### config.mk
export PLATFORM = sky130hd
export DESIGN_NAME = video_out_load
export DESIGN_NICKNAME = d
export VERILOG_FILES = /design/src/rtl/video_out_pkg.sv /design/src/rtl/video_out_load.sv
export SDC_FILE = /design/constraint.sdc
export NUM_CORES = 1
export LEC_CHECK = 0
export BUFFER_PORTS_ARGS = -buffer_cell sky130_fd_sc_hd__buf_2
export CAP_MARGIN = 30
export CORE_ASPECT_RATIO = 1.4
export CORE_UTILIZATION = 58
export DETAILED_ROUTE_END_ITERATION = 12
export PLACE_DENSITY = 0.92
export SLEW_MARGIN = 20
export SYNTH_ARGS = -nofsm -noshare
export SYNTH_HDL_FRONTEND = slang
export SYNTH_SLANG_ARGS = --single-unit
### constraint.sdc
create_clock -name clk -period 4.8 [get_ports clk]
set_clock_uncertainty 0.2 [all_clocks]
set_input_delay 0.24 -clock clk [delete_from_list [all_inputs] [get_ports clk]]
set_output_delay 0.24 -clock clk [all_outputs]
set_load 0.03 [all_outputs]
### src/rtl/video_out_pkg.sv
// ---------------------------------------------------------------------------
// video_out_pkg
//   Shared definitions for the video output frame loader: FSM state encoding,
//   default frame geometry, burst size, interrupt length and the constant
//   Wishbone byte-select value.
// ---------------------------------------------------------------------------
package video_out_pkg;

    typedef enum logic [2:0] {
        WAIT_ADDR  = 3'd0,
        WAIT_SPACE = 3'd1,
        READ_REQ   = 3'd2,
        WAIT_ACK   = 3'd3,
        FRAME_DONE = 3'd4
    } state_t;

    localparam int          DEF_WIDTH        = 640;
    localparam int          DEF_HEIGHT       = 480;
    localparam int          DEF_NB_PACK_LOAD = 16;

    // Byte offset inside a frame; 20 bits covers 640*480 = 307200 bytes.
    localparam int          OFFSET_W   = 20;
    localparam int          INT_CYCLES = 4;
    localparam logic [3:0]  WB_SEL     = 4'hF;

endpackage : video_out_pkg

### src/rtl/video_out_load.sv
// ---------------------------------------------------------------------------
// video_out_load
//   Wishbone read master that fetches one frame of 8-bit pixels (four per
//   32-bit word) from RAM, starting at a processor-supplied base address, and
//   pushes every word into the FIFO feeding the video generator. The frame is
//   read in bursts of NB_PACK_LOAD single-word classic cycles; a burst only
//   starts once the FIFO reports room for the whole burst. A 4-cycle interrupt
//   marks the end of each frame.
//
//   Optional feature (macro VIDEO_OUT_LOOP_EN): the frame is re-read
//   continuously; a base address written at any time is taken over at the
//   next frame boundary.
//
// Ports
//   clk                   system clock, rising edge
//   nRST                  asynchronous active-low reset
//   wb_reg_ctr            control register, rising edge of bit 0 = new base
//   wb_reg_data           frame base byte address (word aligned)
//   fifo_space_available  FIFO can accept NB_PACK_LOAD words
//   w_req / data_fifo     FIFO write strobe / word
//   interrupt             frame fully read (4-cycle pulse)
//   new_addr              1-cycle pulse on rising edge of wb_reg_ctr[0]
//   p_wb_*                Wishbone master read interface
// ---------------------------------------------------------------------------
module video_out_load
    import video_out_pkg::*;
#(
    parameter int p_WIDTH      = DEF_WIDTH,
    parameter int p_HEIGHT     = DEF_HEIGHT,
    parameter int NB_PACK_LOAD = DEF_NB_PACK_LOAD
) (
    input  logic        clk,
    input  logic        nRST,
    input  logic [31:0] wb_reg_ctr,
    input  logic [31:0] wb_reg_data,
    input  logic        fifo_space_available,
    output logic        w_req,
    output logic [31:0] data_fifo,
    output logic        interrupt,
    output logic        new_addr,
    output logic        p_wb_STB_O,
    output logic        p_wb_CYC_O,
    output logic        p_wb_LOCK_O,
    output logic        p_wb_WE_O,
    output logic [3:0]  p_wb_SEL_O,
    output logic [31:0] p_wb_ADR_O,
    input  logic [31:0] p_wb_DAT_I,
    input  logic        p_wb_ACK_I,
    input  logic        p_wb_ERR_I
);

    localparam logic [OFFSET_W-1:0] FRAME_BYTES = OFFSET_W'(p_WIDTH * p_HEIGHT * 1);
    localparam logic [15:0]         BURST_WORDS = 16'(NB_PACK_LOAD);
    localparam logic [1:0]          INT_LAST    = 2'(INT_CYCLES - 1);

    state_t              state;
    logic [31:0]         base;
    logic [OFFSET_W-1:0] byte_offset;
    logic [OFFSET_W-1:0] next_offset;
    logic [15:0]         word_cnt;
    logic [1:0]          int_cnt;
    logic                q_ctr0;

`ifdef VIDEO_OUT_LOOP_EN
    logic [31:0]         next_base;
    logic                pending;
`endif

    // Only bit 0 of the control register has a meaning for this block.
    logic unused_ctr;
    assign unused_ctr = &{1'b0, wb_reg_ctr[31:1]};

    // Read-only master with a fixed full-word select and no bus locking.
    assign p_wb_LOCK_O = 1'b0;
    assign p_wb_WE_O   = 1'b0;
    assign p_wb_SEL_O  = WB_SEL;

    assign new_addr    = ~q_ctr0 & wb_reg_ctr[0];
    assign next_offset = byte_offset + OFFSET_W'(4);

    // NOTE: all state is updated with non-blocking assignments so every
    // register samples the values from before the edge, independent of
    // statement order inside the block.
    always_ff @(posedge clk or negedge nRST) begin
        if (!nRST) begin
            q_ctr0 <= 1'b0;
        end else begin
            q_ctr0 <= wb_reg_ctr[0];
        end
    end

    always_ff @(posedge clk or negedge nRST) begin
        if (!nRST) begin
            state       <= WAIT_ADDR;
            base        <= '0;
            byte_offset <= '0;
            word_cnt    <= '0;
            int_cnt     <= '0;
            p_wb_STB_O  <= 1'b0;
            p_wb_CYC_O  <= 1'b0;
            p_wb_ADR_O  <= '0;
            w_req       <= 1'b0;
            data_fifo   <= '0;
            interrupt   <= 1'b0;
`ifdef VIDEO_OUT_LOOP_EN
            next_base   <= '0;
            pending     <= 1'b0;
`endif
        end else begin
            // NOTE: w_req defaults low every cycle so the ACK branch below
            // produces exactly one write pulse per word.
            w_req <= 1'b0;

            case (state)
                WAIT_ADDR: begin
                    if (new_addr) begin
                        base        <= wb_reg_data;
                        byte_offset <= '0;
                        state       <= WAIT_SPACE;
                    end
                end

                WAIT_SPACE: begin
                    word_cnt <= BURST_WORDS;
                    if (fifo_space_available) begin
                        state <= READ_REQ;
                    end
                end

                READ_REQ: begin
                    p_wb_ADR_O <= base + {{(32-OFFSET_W){1'b0}}, byte_offset};
                    p_wb_STB_O <= 1'b1;
                    p_wb_CYC_O <= 1'b1;
                    state      <= WAIT_ACK;
                end

                WAIT_ACK: begin
                    // ERR wins over a simultaneous ACK: the word is dropped and
                    // the same address is requested again.
                    if (p_wb_ERR_I) begin
                        p_wb_STB_O <= 1'b0;
                        p_wb_CYC_O <= 1'b0;
                        state      <= READ_REQ;
                    end else if (p_wb_ACK_I) begin
                        p_wb_STB_O  <= 1'b0;
                        p_wb_CYC_O  <= 1'b0;
                        data_fifo   <= p_wb_DAT_I;
                        w_req       <= 1'b1;
                        byte_offset <= next_offset;
                        word_cnt    <= word_cnt - 16'd1;
                        if (next_offset == FRAME_BYTES) begin
                            interrupt <= 1'b1;
                            int_cnt   <= '0;
                            state     <= FRAME_DONE;
                        end else if (word_cnt == 16'd1) begin
                            state <= WAIT_SPACE;
                        end else begin
                            state <= READ_REQ;
                        end
                    end
                end

                FRAME_DONE: begin
                    // interrupt was raised on entry; it stays high while
                    // int_cnt walks 0..INT_CYCLES-1.
                    if (int_cnt == INT_LAST) begin
                        interrupt   <= 1'b0;
                        int_cnt     <= '0;
                        byte_offset <= '0;
`ifdef VIDEO_OUT_LOOP_EN
                        if (pending) begin
                            base <= next_base;
                        end
                        pending <= 1'b0;
                        state   <= WAIT_SPACE;
`else
                        state   <= WAIT_ADDR;
`endif
                    end else begin
                        int_cnt <= int_cnt + 2'd1;
                    end
                end

                default: begin
                    state <= WAIT_ADDR;
                end
            endcase

`ifdef VIDEO_OUT_LOOP_EN
            // Placed after the case so a base written in the very cycle a
            // frame ends is kept pending rather than lost.
            if (new_addr && (state != WAIT_ADDR)) begin
                next_base <= wb_reg_data;
                pending   <= 1'b1;
            end
`endif
        end
    end

endmodule : video_out_load

==> results.py, run 1 <==
metrics = {
    "critical_path": {
        "reg2reg_depth": 9,
        "reg2reg_slack_ps": 1480,
        "critPathKind": "register to register",
        "cpMostUsedCell": "o21ai_0",
        "reg2reg_to": "byte_offset[11]$_DFFE_PN0P_",
        "arrival_ps": 3410,
        "end_kind": "register",
        "slowest_stage": "inv_2",
        "start_kind": "register",
        "rr_startpoint": "state[1]$_DFFE_PN0P_",
        "cp_cell_sequence": "nand2_1, nor3_1, nand2_2, buf_12, inv_2, a21oi_1, buf_4, o21ai_0, o21ai_0",
        "max_stage_delay_ps": 650,
        "required_ps": 4890,
        "worstPathMaxFanout": 52,
    },
    "detailed_routing": {
        "drc": 0,
        "met3_length_um": 1370,
        "routed.top_layer": "met4",
        "dr.pass1.iters": 7,
        "ant_nets": 0,
        "via_count": 6666,
        "drt-total-wl_um": 20300,
        "wire_per_inst_um": 18.3,
        "drt_iter0_markers": 575,
        "via_per_inst": 5.98,
        "drt-met1-wl_um": 7070,
        "met2_wirelength_um": 10900,
    },
    "sta": {
        "period_needed_ps": 3320,
        "tns_ps": 0,
        "setup_viol": 0,
        "final_max_slew_viol_count": 0,
        "period_share_pct": 69.2,
        "finalHoldViolCount": 0,
        "rsz0062_at_grt": "false",
        "max-slew-margin-rel_pct": 40.2,
        "worst_pin_slew_ps": 893,
        "max_freq_mhz": 301,
    },
    "global_routing": {
        "grt_pass1_vias": 6759,
        "grt_max_degree": 84,
        "overflow": 0,
        "grt_antenna_before_repair": 0,
        "track_usage_pct": 33.6,
        "grt_pass1_wl_um": 32600,
    },
    "cts": {
        "path_clk_slew_ps": 60,
        "cts_tree": "built",
        "cts_max_path_buffers": 2,
        "cts_resized": 0,
        "clk_root_buffer_cell": "clkbuf_16",
        "cts_sinks": 139,
        "insertion_delay_ps": 430,
        "numCtsBuffers": 17,
        "htreeDepth": 4,
    },
    "logic_synthesis": {
        "ys_seq_elements": 139,
        "synthArstFlopShare_pct": 100,
        "synthDistinctLibCells": 67,
        "syn_inst": 763,
        "ys.flop_type": "dfrtp_1",
        "ys_warn_count": 0,
        "synth_area_um2": 7110,
        "syn_area_per_cell_um2": 9.32,
        "yosysSeqAreaShare_pct": 48.9,
        "synth-edff-count": 0,
    },
    "placed_design": {
        "portBuffers": 138,
        "placed_cells": 1012,
        "dpl_cell_area_um2": 7820,
        "dp_hpwl_um": 11200,
        "routabilityCongestion": 0.940,
    },
    "final_layout": {
        "fin_nets": 1078,
        "regArea_um2": 3480,
        "drive_gt1_share_pct": 22.4,
        "fillCellCount": 658,
        "diodes": 0,
        "area_growth_pct": 29.1,
        "finalInstanceArea_um2": 9190,
        "multi_input_area_um2": 3410,
        "post-route-util_pct": 77.3,
        "instances_no_fill": 1114,
    },
    "hold_path": {
        "min_to": "state[0]$_DFFE_PN0P_",
        "hold_path.class": "primary input to register",
        "min_from": "fifo_space_available",
        "min_path_cells": 4,
    },
    "floorplanning": {
        "fp.dieW_um": 95.6,
        "dieHeight_um": 133,
        "fp-row-count": 47,
        "die_area_um2": 12700,
        "start_util_pct": 59.9,
        "ios": 176,
        "core_um2": 11900,
    },
    "power_and_ir_drop": {
        "p_per_area_nw_per_um2": 535,
        "leakage_nw": 4.49,
        "peakVddDrop_v": 0.000395,
        "total_power_mw": 4.92,
    },
    "run": {
        "cap_violations": 0,
    },
    "status": {
        "status": "complete, no violations",
    },
}
registers in the layout, summed over array words and instances (netlist names):
register,flops
base,32
data_fifo,32
p_wb_ADR_O,32
byte_offset,18
word_cnt,16
state,3
int_cnt,2
interrupt,1
p_wb_CYC_O,1
q_ctr0,1
w_req,1
cell usage in the layout (no fill, tap or decap), types with 4 or more instances in the layout:
cell type	n
nand4_1	9
dlygate4sd3_1	68
xnor2_1	13
o21ai_0	70
o31ai_1	5
nand2_1	180
and3_1	8
and2_1	6
inv_1	6
nor2_1	54
nand3_1	21
bufinv_16	4
inv_6	4
nand2b_1	8
mux2_2	29
nor3_1	12
xor2_1	25
clkbuf_16	17
dfrtp_1	139
a21o_1	4
a31oi_1	8
a21oi_1	29
nor2b_1	6
conb_1	6
buf_2	137
mux2_1	4
ha_1	23
kinds of logic (layout without fill, tap and decap cells):
group	count (synthesis)	in the layout	synth area share, %
flip-flops	139	139	48.9
buffers and inverters	50	250	3.50
other	2	6	0.106
multiplexers	35	35	5.51
adder cells (fa/ha/maj)	23	23	4.05
AO/OA/AOI/OAI	151	151	12.8
AND/OR/NAND/NOR	325	325	20.5
XOR/XNOR	38	38	4.68
worst max-delay path by stage:
stage	startpoint	endpoint	cells past startpoint
after floorplan	byte_offset[3]$_DFFE_PN0P_	p_wb_ADR_O[18]$_DFFE_PN0P_	8
after global placement	state[1]$_DFFE_PN0P_	byte_offset[9]$_DFFE_PN0P_	8
after detailed placement	state[1]$_DFFE_PN0P_	byte_offset[9]$_DFFE_PN0P_	8
after CTS	state[1]$_DFFE_PN0P_	byte_offset[11]$_DFFE_PN0P_	8
after global routing	state[1]$_DFFE_PN0P_	byte_offset[10]$_DFFE_PN0P_	9
final	state[1]$_DFFE_PN0P_	byte_offset[11]$_DFFE_PN0P_	9
area by class of cell:
type                    count  area share, %
flip-flops and latches    139           37.9
multi-input cells         578           37.1
repair buffers            211           15.7
clock buffers              18           4.78
clock inverters            14           2.26
well taps                 147           2.00
inverters                   7          0.286
synth_stat cells (all sizes together) (10+ instances only):
library cell / number / area share (%)
a21oi: 31 / 2.3
dfrtp: 139 / 49
xnor2: 13 / 1.6
nand3: 21 / 1.5
mux2: 33 / 5.2
nor2: 54 / 2.8
nor3: 13 / 1.1
ha: 23 / 4.0
xor2: 25 / 3.1
nand4: 10 / 1.1
clkbuf: 20 / 1.1
o21ai: 70 / 4.9
buf: 23 / 2.1
nand2: 182 / 9.6
through the flow:
stage / setup slack, ps / hold WS [ps]
after floorplan: 2420 / -256
after global placement: 1420 / 138
after detailed placement: 1280 / 134
after CTS: 1250 / 1.50
after global routing: 1160 / 111
final: 1480 / 22.1
critical path: cells and delay by family, from the launching register on:
kind	cells	cell delay, ps
flops	1	530
buf+inv	3	1180
compound gates	3	420
simple gates	3	840
what timing repair did:
item / CTS / global route
setup buffers: 0 / 0
hold endpoints to repair: 149 / 0
hold buffers: 68 / 0
where the power goes:
group	internal, mW	switching, mW
Clock	0.896	0.561
Combinational	0.539	1.12
Sequential	1.52	0.288
Total	2.95	1.96
routing by layer:
metal | vias to the layer above | GRT usage, %
met3 | 94 | 7.53
met5 | - | 0
li1 | 3012 | -
met1 | 3195 | 36.4
met2 | 365 | 58.3
met4 | 0 | 20.1
(Power assumes the default switching activity.)
==> run 2: changes to the inputs <==
--- a/config.mk
+++ b/config.mk
@@ -5,12 +5,13 @@
 export SDC_FILE = /design/constraint.sdc
 export NUM_CORES = 1
 export LEC_CHECK = 0
+export ABC_AREA = 1
 export BUFFER_PORTS_ARGS = -buffer_cell sky130_fd_sc_hd__buf_2
 export CAP_MARGIN = 30
 export CORE_ASPECT_RATIO = 1.4
-export CORE_UTILIZATION = 58
+export CORE_UTILIZATION = 49
 export DETAILED_ROUTE_END_ITERATION = 12
-export PLACE_DENSITY = 0.92
+export PLACE_DENSITY = 0.83
 export SLEW_MARGIN = 20
 export SYNTH_ARGS = -nofsm -noshare
 export SYNTH_HDL_FRONTEND = slang
==> constraint.sdc (replaced) <==
create_clock -name clk -period 3.05 [get_ports clk]
set_clock_uncertainty 0.2 [all_clocks]
set_input_delay 0.1525 -clock clk [delete_from_list [all_inputs] [get_ports clk]]
set_output_delay 0.1525 -clock clk [all_outputs]
set_load 0.03 [all_outputs]
==> run 2 against run 1 <==
- sequential share of layout area decreased by 1.7 points
- highest routed layer unchanged
- critical path depth unchanged
- die area increased by 22%
- non-clock buffer count increased by 6
- largest power group is now combinational logic
- synthesized cell count increased by 22%
- critical path type unchanged
- hold slack improved by 52 ps
==> results.py, run 2 <==
metrics = {
    "status": {
        "status": "complete, no violations",
    },
    "power_and_ir_drop": {
        "p_per_area_nw_per_um2": 957,
        "total_power_mw": 9.20,
        "p_sw_share_pct": 42.3,
        "p_comb_share_pct": 41.2,
        "p_switching_mw": 3.89,
        "leakage_nw": 4.92,
        "internal_power_mw": 5.31,
        "power_frac_seq_pct": 33.7,
        "clockPowerShare_pct": 25.1,
        "peakVddDrop_v": 0.000612,
    },
    "sta": {
        "final_max_slew_viol_count": 0,
        "worst_pin_slew_ps": 595,
        "max-slew-margin-rel_pct": 60.3,
        "period_needed_ps": 2580,
        "setup_viol": 0,
        "rsz0062_at_grt": "false",
        "hold_ws_ps": 74.1,
        "finalHoldViolCount": 0,
        "tns_ps": 0,
        "period_share_pct": 84.5,
        "max_freq_mhz": 388,
    },
    "final_layout": {
        "layout_common_cells": "nand2_1, dfrtp_1, buf_2",
        "drive_gt1_share_pct": 19.7,
        "reg_top3": "base: 32 flops, data_fifo: 32 flops, p_wb_ADR_O: 32 flops",
        "final_common_cell": "nand2_1",
        "diodes": 0,
        "regArea_um2": 3480,
        "fin_nets": 1265,
        "multi_input_area_um2": 3470,
        "fillCellCount": 1170,
        "area_growth_pct": 30.4,
    },
    "floorplanning": {
        "start_util_pct": 50.6,
        "die_area_um2": 15600,
        "dieHeight_um": 147,
        "fp-row-count": 52,
        "core_um2": 14600,
        "ios": 176,
        "fp.dieW_um": 106,
    },
    "critical_path": {
        "cp_cell_sequence": "ha_1, nand2_1, nor2_1, a21oi_1, o21ai_0, nand4_1, nand3_1, nand3b_1, nand2_1",
        "critPathKind": "register to register",
        "slowest_stage": "dfrtp_1",
        "end_kind": "register",
        "max_stage_delay_ps": 450,
        "worstPathMaxFanout": 6,
        "reg2reg_slack_ps": 470,
        "cpMostUsedCell": "nand2_1",
        "start_kind": "register",
        "arrival_ps": 2690,
        "required_ps": 3160,
    },
    "global_routing": {
        "grt_max_degree": 65,
        "track_usage_pct": 27.3,
        "grt_pass1_vias": 7250,
        "grt_pass1_wl_um": 33400,
        "grt_antenna_before_repair": 0,
        "overflow": 0,
    },
    "cts": {
        "cts_sinks": 139,
        "cts_max_path_buffers": 2,
        "numCtsBuffers": 17,
        "cts_setup_buffers": 0,
        "cts_tree": "built",
        "cts_resized": 0,
        "insertion_delay_ps": 430,
        "hold_buffers": 70,
        "path_clk_slew_ps": 60,
        "htreeDepth": 4,
        "clk_root_buffer_cell": "clkbuf_16",
    },
    "logic_synthesis": {
        "ys.flop_type": "dfrtp_1",
        "yosys.area.top_type": "dfrtp_1",
        "synthDistinctLibCells": 39,
        "ys_seq_elements": 139,
        "syn_area_per_cell_um2": 7.94,
        "synthArstFlopShare_pct": 100,
        "synth_top_area_share_pct": 47.2,
        "synth_area_um2": 7370,
        "synth_area_leaders": "dfrtp_1, nand2_1, nor2_1, ha_1, inv_1",
        "synth-edff-count": 0,
        "ys_top_cells_by_count": "nand2_1, dfrtp_1, nor2_1",
        "syn_inst": 929,
        "yosysSeqAreaShare_pct": 47.2,
        "ys_warn_count": 0,
        "synth_most_common_cell": "nand2_1",
    },
    "run": {
        "cap_violations": 0,
    },
    "detailed_routing": {
        "drt_iter0_markers": 371,
        "via_count": 7116,
        "drc": 0,
        "ant_nets": 0,
        "drt-total-wl_um": 20100,
        "dr.pass1.iters": 5,
        "via_per_inst": 5.30,
        "wire_per_inst_um": 15.0,
    },
    "placed_design": {
        "portBuffers": 138,
        "dp_hpwl_um": 13000,
        "routabilityCongestion": 0.898,
    },
    "hold_path": {
        "hold_path.class": "primary input to asynchronous set/reset pin",
    },
}
run 2: cell families (layout without fill, tap and decap cells):
kind of cell | count (synthesis) | count (layout) | share of synthesized area, %
fa+ha+maj | 23 | 23 | 3.90
other cells | 2 | 6 | 0.102
flops | 139 | 139 | 47.2
compound gates | 117 | 117 | 8.52
xor+xnor | 23 | 23 | 2.73
simple gates | 492 | 492 | 28.0
buf+inv | 110 | 331 | 6.04
mux | 23 | 23 | 3.51
run 2: cell type report:
| cell class | count | share of cell area (%) |
|---|---|---|
| Sequential cell | 139 | 36.2 |
| Multi-Input combinational cell | 684 | 36.1 |
| Timing Repair Buffer | 217 | 15.2 |
| Clock buffer | 18 | 4.57 |
| Inverter | 82 | 3.20 |
| Tap cell | 189 | 2.46 |
| Clock inverter | 14 | 2.26 |
run 2: per-stage QoR:
step | setup slack [ps] | instances | util, % | instance area [µm²]
after floorplan | 947 | 933 | - | 7390
after global placement | 601 | 1241 | 56.7 | 8260
after detailed placement | 578 | 1241 | 56.7 | 8260
after CTS | 506 | 1343 | 66.0 | 9620
after global routing | 259 | 1343 | 66.0 | 9620
final | 471 | 1343 | 66.0 | 9620
run 2: metal layers:
layer  track usage, %  part of all wire [%]  up-vias  wire, µm
li1                 -                     -     3425         -
met1             28.6                    37     3324      7380
met2             49.7                    53      287     10600
met3             5.72                   5.7       80      1150
met4             16.5                   5.0        0      1010
met5                0                     0        -         0
run 2: power by group through the flow:
stage	Clock [mW]	Combinational (mW)	Sequential [mW]
6_report	2.31	3.79	3.10
5_1_grt	2.41	4.17	3.19
4_1_cts	2.33	3.77	3.09
3_5_place_dp	0	3.66	3.09
3_3_place_gp	0	3.55	3.08
2_1_floorplan	0	1.85	3.84
run 2: worst paths after layout:
path,start,to,depth (start not counted)
setup / recovery,byte_offset[4]$_DFFE_PN0P_,p_wb_ADR_O[25]$_DFFE_PN0P_,9
hold / removal,nRST,word_cnt[8]$_DFFE_PN0P_,2
setup reg to reg,byte_offset[4]$_DFFE_PN0P_,p_wb_ADR_O[25]$_DFFE_PN0P_,9
hold reg to reg,data_fifo[21]$_DFFE_PN0P_,data_fifo[21]$_DFFE_PN0P_,2
max in group asynchronous,nRST,w_req$_DFF_PN0_,3
min in group clk,wb_reg_ctr[0],q_ctr0$_DFF_PN0_,2
run 2: critical path, delay by kind of cell, from the launching register on:
| family | cells | cell delay [ps] |
|---|---|---|
| compound gates | 2 | 590 |
| fa+ha+maj | 1 | 430 |
| simple gates | 6 | 800 |
| flops | 1 | 450 |
==> run 3: changes to the inputs <==
==> constraint.sdc (replaced) <==
create_clock -name clk -period 2.08 [get_ports clk]
set_clock_uncertainty 0.2 [all_clocks]
set_input_delay 0.104 -clock clk [delete_from_list [all_inputs] [get_ports clk]]
set_output_delay 0.104 -clock clk [all_outputs]
set_load 0.03 [all_outputs]
==> run 3 against run 2 <==
- the flow now finishes with violations (setup timing)
- setup slack worse by 810 ps
- clock-buffer cell count is 1 lower
- wire length is 33% higher
- power is 66% higher
- sequential share of layout area is 6.0 points lower
- register-to-register slack worse by 810 ps
- final area is 20% higher
- critical path type unchanged
- largest cell class is now multi-input gates
==> results.py, run 3 (synthesis gave the netlist of run 2 again) <==
metrics = {
    "status": {
        "status": "finished with violations",
        "violations": "setup timing",
    },
    "critical_path": {
        "max_stage_delay_ps": 370,
        "arrival_ps": 2540,
        "cpMostUsedCell": "nand2_1",
        "worst-path-buf-inv": 1,
        "cp_cell_sequence": "buf_4, ha_4, nand2_4, nor2_4, nand2_1, xor2_2, nand2_1, nor2_1, nand4_1, o21ai_2, nand2_1, nand2_1, nand2_1",
        "end_kind": "register",
        "start_kind": "register",
        "required_ps": 2200,
        "critPathKind": "register to register",
        "worstPathMaxFanout": 4,
        "critical_path.top_delay_family": "simple AND/OR/NAND/NOR gates",
        "slowest_stage": "dfrtp_1",
    },
    "global_routing": {
        "grt_use_met2_pct": 55.5,
        "grt_max_degree": 58,
        "track_usage_pct": 31.2,
        "overflow": 0,
        "use_met3_pct": 6.61,
        "grt_pass1_wl_um": 37800,
        "grt_antenna_before_repair": 0,
        "busiest_layer": "met2",
        "grt_pass1_vias": 8129,
        "gr-usage-met1_pct": 32.8,
    },
    "placed_design": {
        "routabilityCongestion": 0.866,
        "portBuffers": 138,
        "place_ws_ps": -402,
        "dp_hpwl_um": 14400,
        "placed_cells": 1341,
    },
    "cts": {
        "htreeDepth": 4,
        "cts_tree": "built",
        "clk_root_buffer_cell": "clkbuf_16",
        "cts_sinks": 139,
        "numCtsBuffers": 17,
        "path_clk_slew_ps": 60,
        "insertion_delay_ps": 440,
        "cts_max_path_buffers": 2,
    },
    "final_layout": {
        "area_growth_pct": 57.1,
        "final_common_cell": "nand2_1",
        "post-route-util_pct": 79.5,
        "fin_nets": 1393,
        "diodes": 0,
        "drive_gt1_share_pct": 40.5,
        "layout_common_cells": "nand2_1, buf_2, dfrtp_1",
        "reg_top3": "base: 32 flops, data_fifo: 32 flops, p_wb_ADR_O: 32 flops",
        "instances_no_fill": 1471,
    },
    "sta": {
        "max_freq_mhz": 414,
        "final_max_slew_viol_count": 0,
        "period_needed_ps": 2420,
        "setup_viol": 31,
        "rsz0062_at_grt": "true",
        "max-slew-margin-rel_pct": 65.6,
        "worst_pin_slew_ps": 511,
        "setup_slack_ps": -336,
        "finalHoldViolCount": 0,
        "period_share_pct": 116,
    },
    "floorplanning": {
        "start_util_pct": 50.6,
        "ios": 176,
        "dieHeight_um": 147,
        "fp.dieW_um": 106,
        "core_um2": 14600,
        "die_area_um2": 15600,
        "fp-row-count": 52,
    },
    "detailed_routing": {
        "drt-total-wl_um": 26800,
        "dr.pass1.iters": 5,
        "via_per_inst": 5.62,
        "wire_per_inst_um": 18.2,
        "drc": 0,
        "via_count": 8267,
        "drt_iter0_markers": 628,
        "ant_nets": 0,
    },
    "power_and_ir_drop": {
        "total_power_mw": 15.2,
        "peakVddDrop_v": 0.000879,
        "leakage_nw": 5.70,
        "p_per_area_nw_per_um2": 1320,
    },
    "run": {
        "cap_violations": 0,
    },
    "hold_path": {
        "hold_path.class": "primary input to register",
    },
}
==> run 3: cell types whose count changed in the layout (fill, tap and decap cells not counted), sizes merged <==
cell and delta:
buf +126, inv +8, clkinv -5, bufinv -4, clkinvlp +2, dlygate4sd3 +2, clkbuf -1
==> run 3: where the power goes <==
part,internal (mW),switching [mW],total [mW]
Sequential,3.82,0.856,4.67
Combinational,2.81,4.73,7.54
Clock,1.69,1.34,3.03
==> run 3: area by class of cell <==
cell class / count / area [µm²]
repair buffers: 345 / 2560
well taps: 189 / 236
multi-input cells: 684 / 4420
flip-flops and latches: 139 / 3490
clock buffers: 17 / 425
fillers: 826 / 2990
inverters: 82 / 308
clock inverters: 15 / 154
==> run 3: worst paths after layout <==
check | from | end | slack (ps) | cells after the start
max in group asynchronous | nRST | p_wb_ADR_O[8]$_DFFE_PN0P_ | 520 | 4
worst max register to register | byte_offset[2]$_DFFE_PN0P_ | state[0]$_DFFE_PN0P_ | -340 | 13
min in group asynchronous | nRST | int_cnt[0]$_DFFE_PN0P_ | 490 | 3
worst min-delay path | wb_reg_ctr[0] | q_ctr0$_DFF_PN0_ | 110 | 2
worst min register to register | data_fifo[20]$_DFFE_PN0P_ | data_fifo[20]$_DFFE_PN0P_ | 270 | 2
worst max-delay path | byte_offset[2]$_DFFE_PN0P_ | state[0]$_DFFE_PN0P_ | -340 | 13
==> run 3: routing by layer <==
metal / part of all wire (%) / vias to the layer above
met3: 6.4 / 155
li1: - / 3684
met1: 35 / 3938
met4: 6.8 / 0
met5: 0 / -
met2: 51 / 490
==> run 3: per-stage QoR <==
stage                     hold slack [ps]  setup TNS [ps]  cell area (µm²)
after floorplan                      -392           -1.38             7410
after global placement               -134           -4380             9060
after detailed placement             -137           -6020             9060
after CTS                             118           -1230            11000
after global routing                  121           -8360            11600
final                                 114           -5630            11600
==> run 3: what timing repair did <==
item                       CTS  global route
hold buffers                72             0
setup buffers               12            14
gates cloned                 0             0
setup endpoints to repair   33            46
pin swaps                   46            66
hold endpoints to repair   208             0
resized for setup          117           126
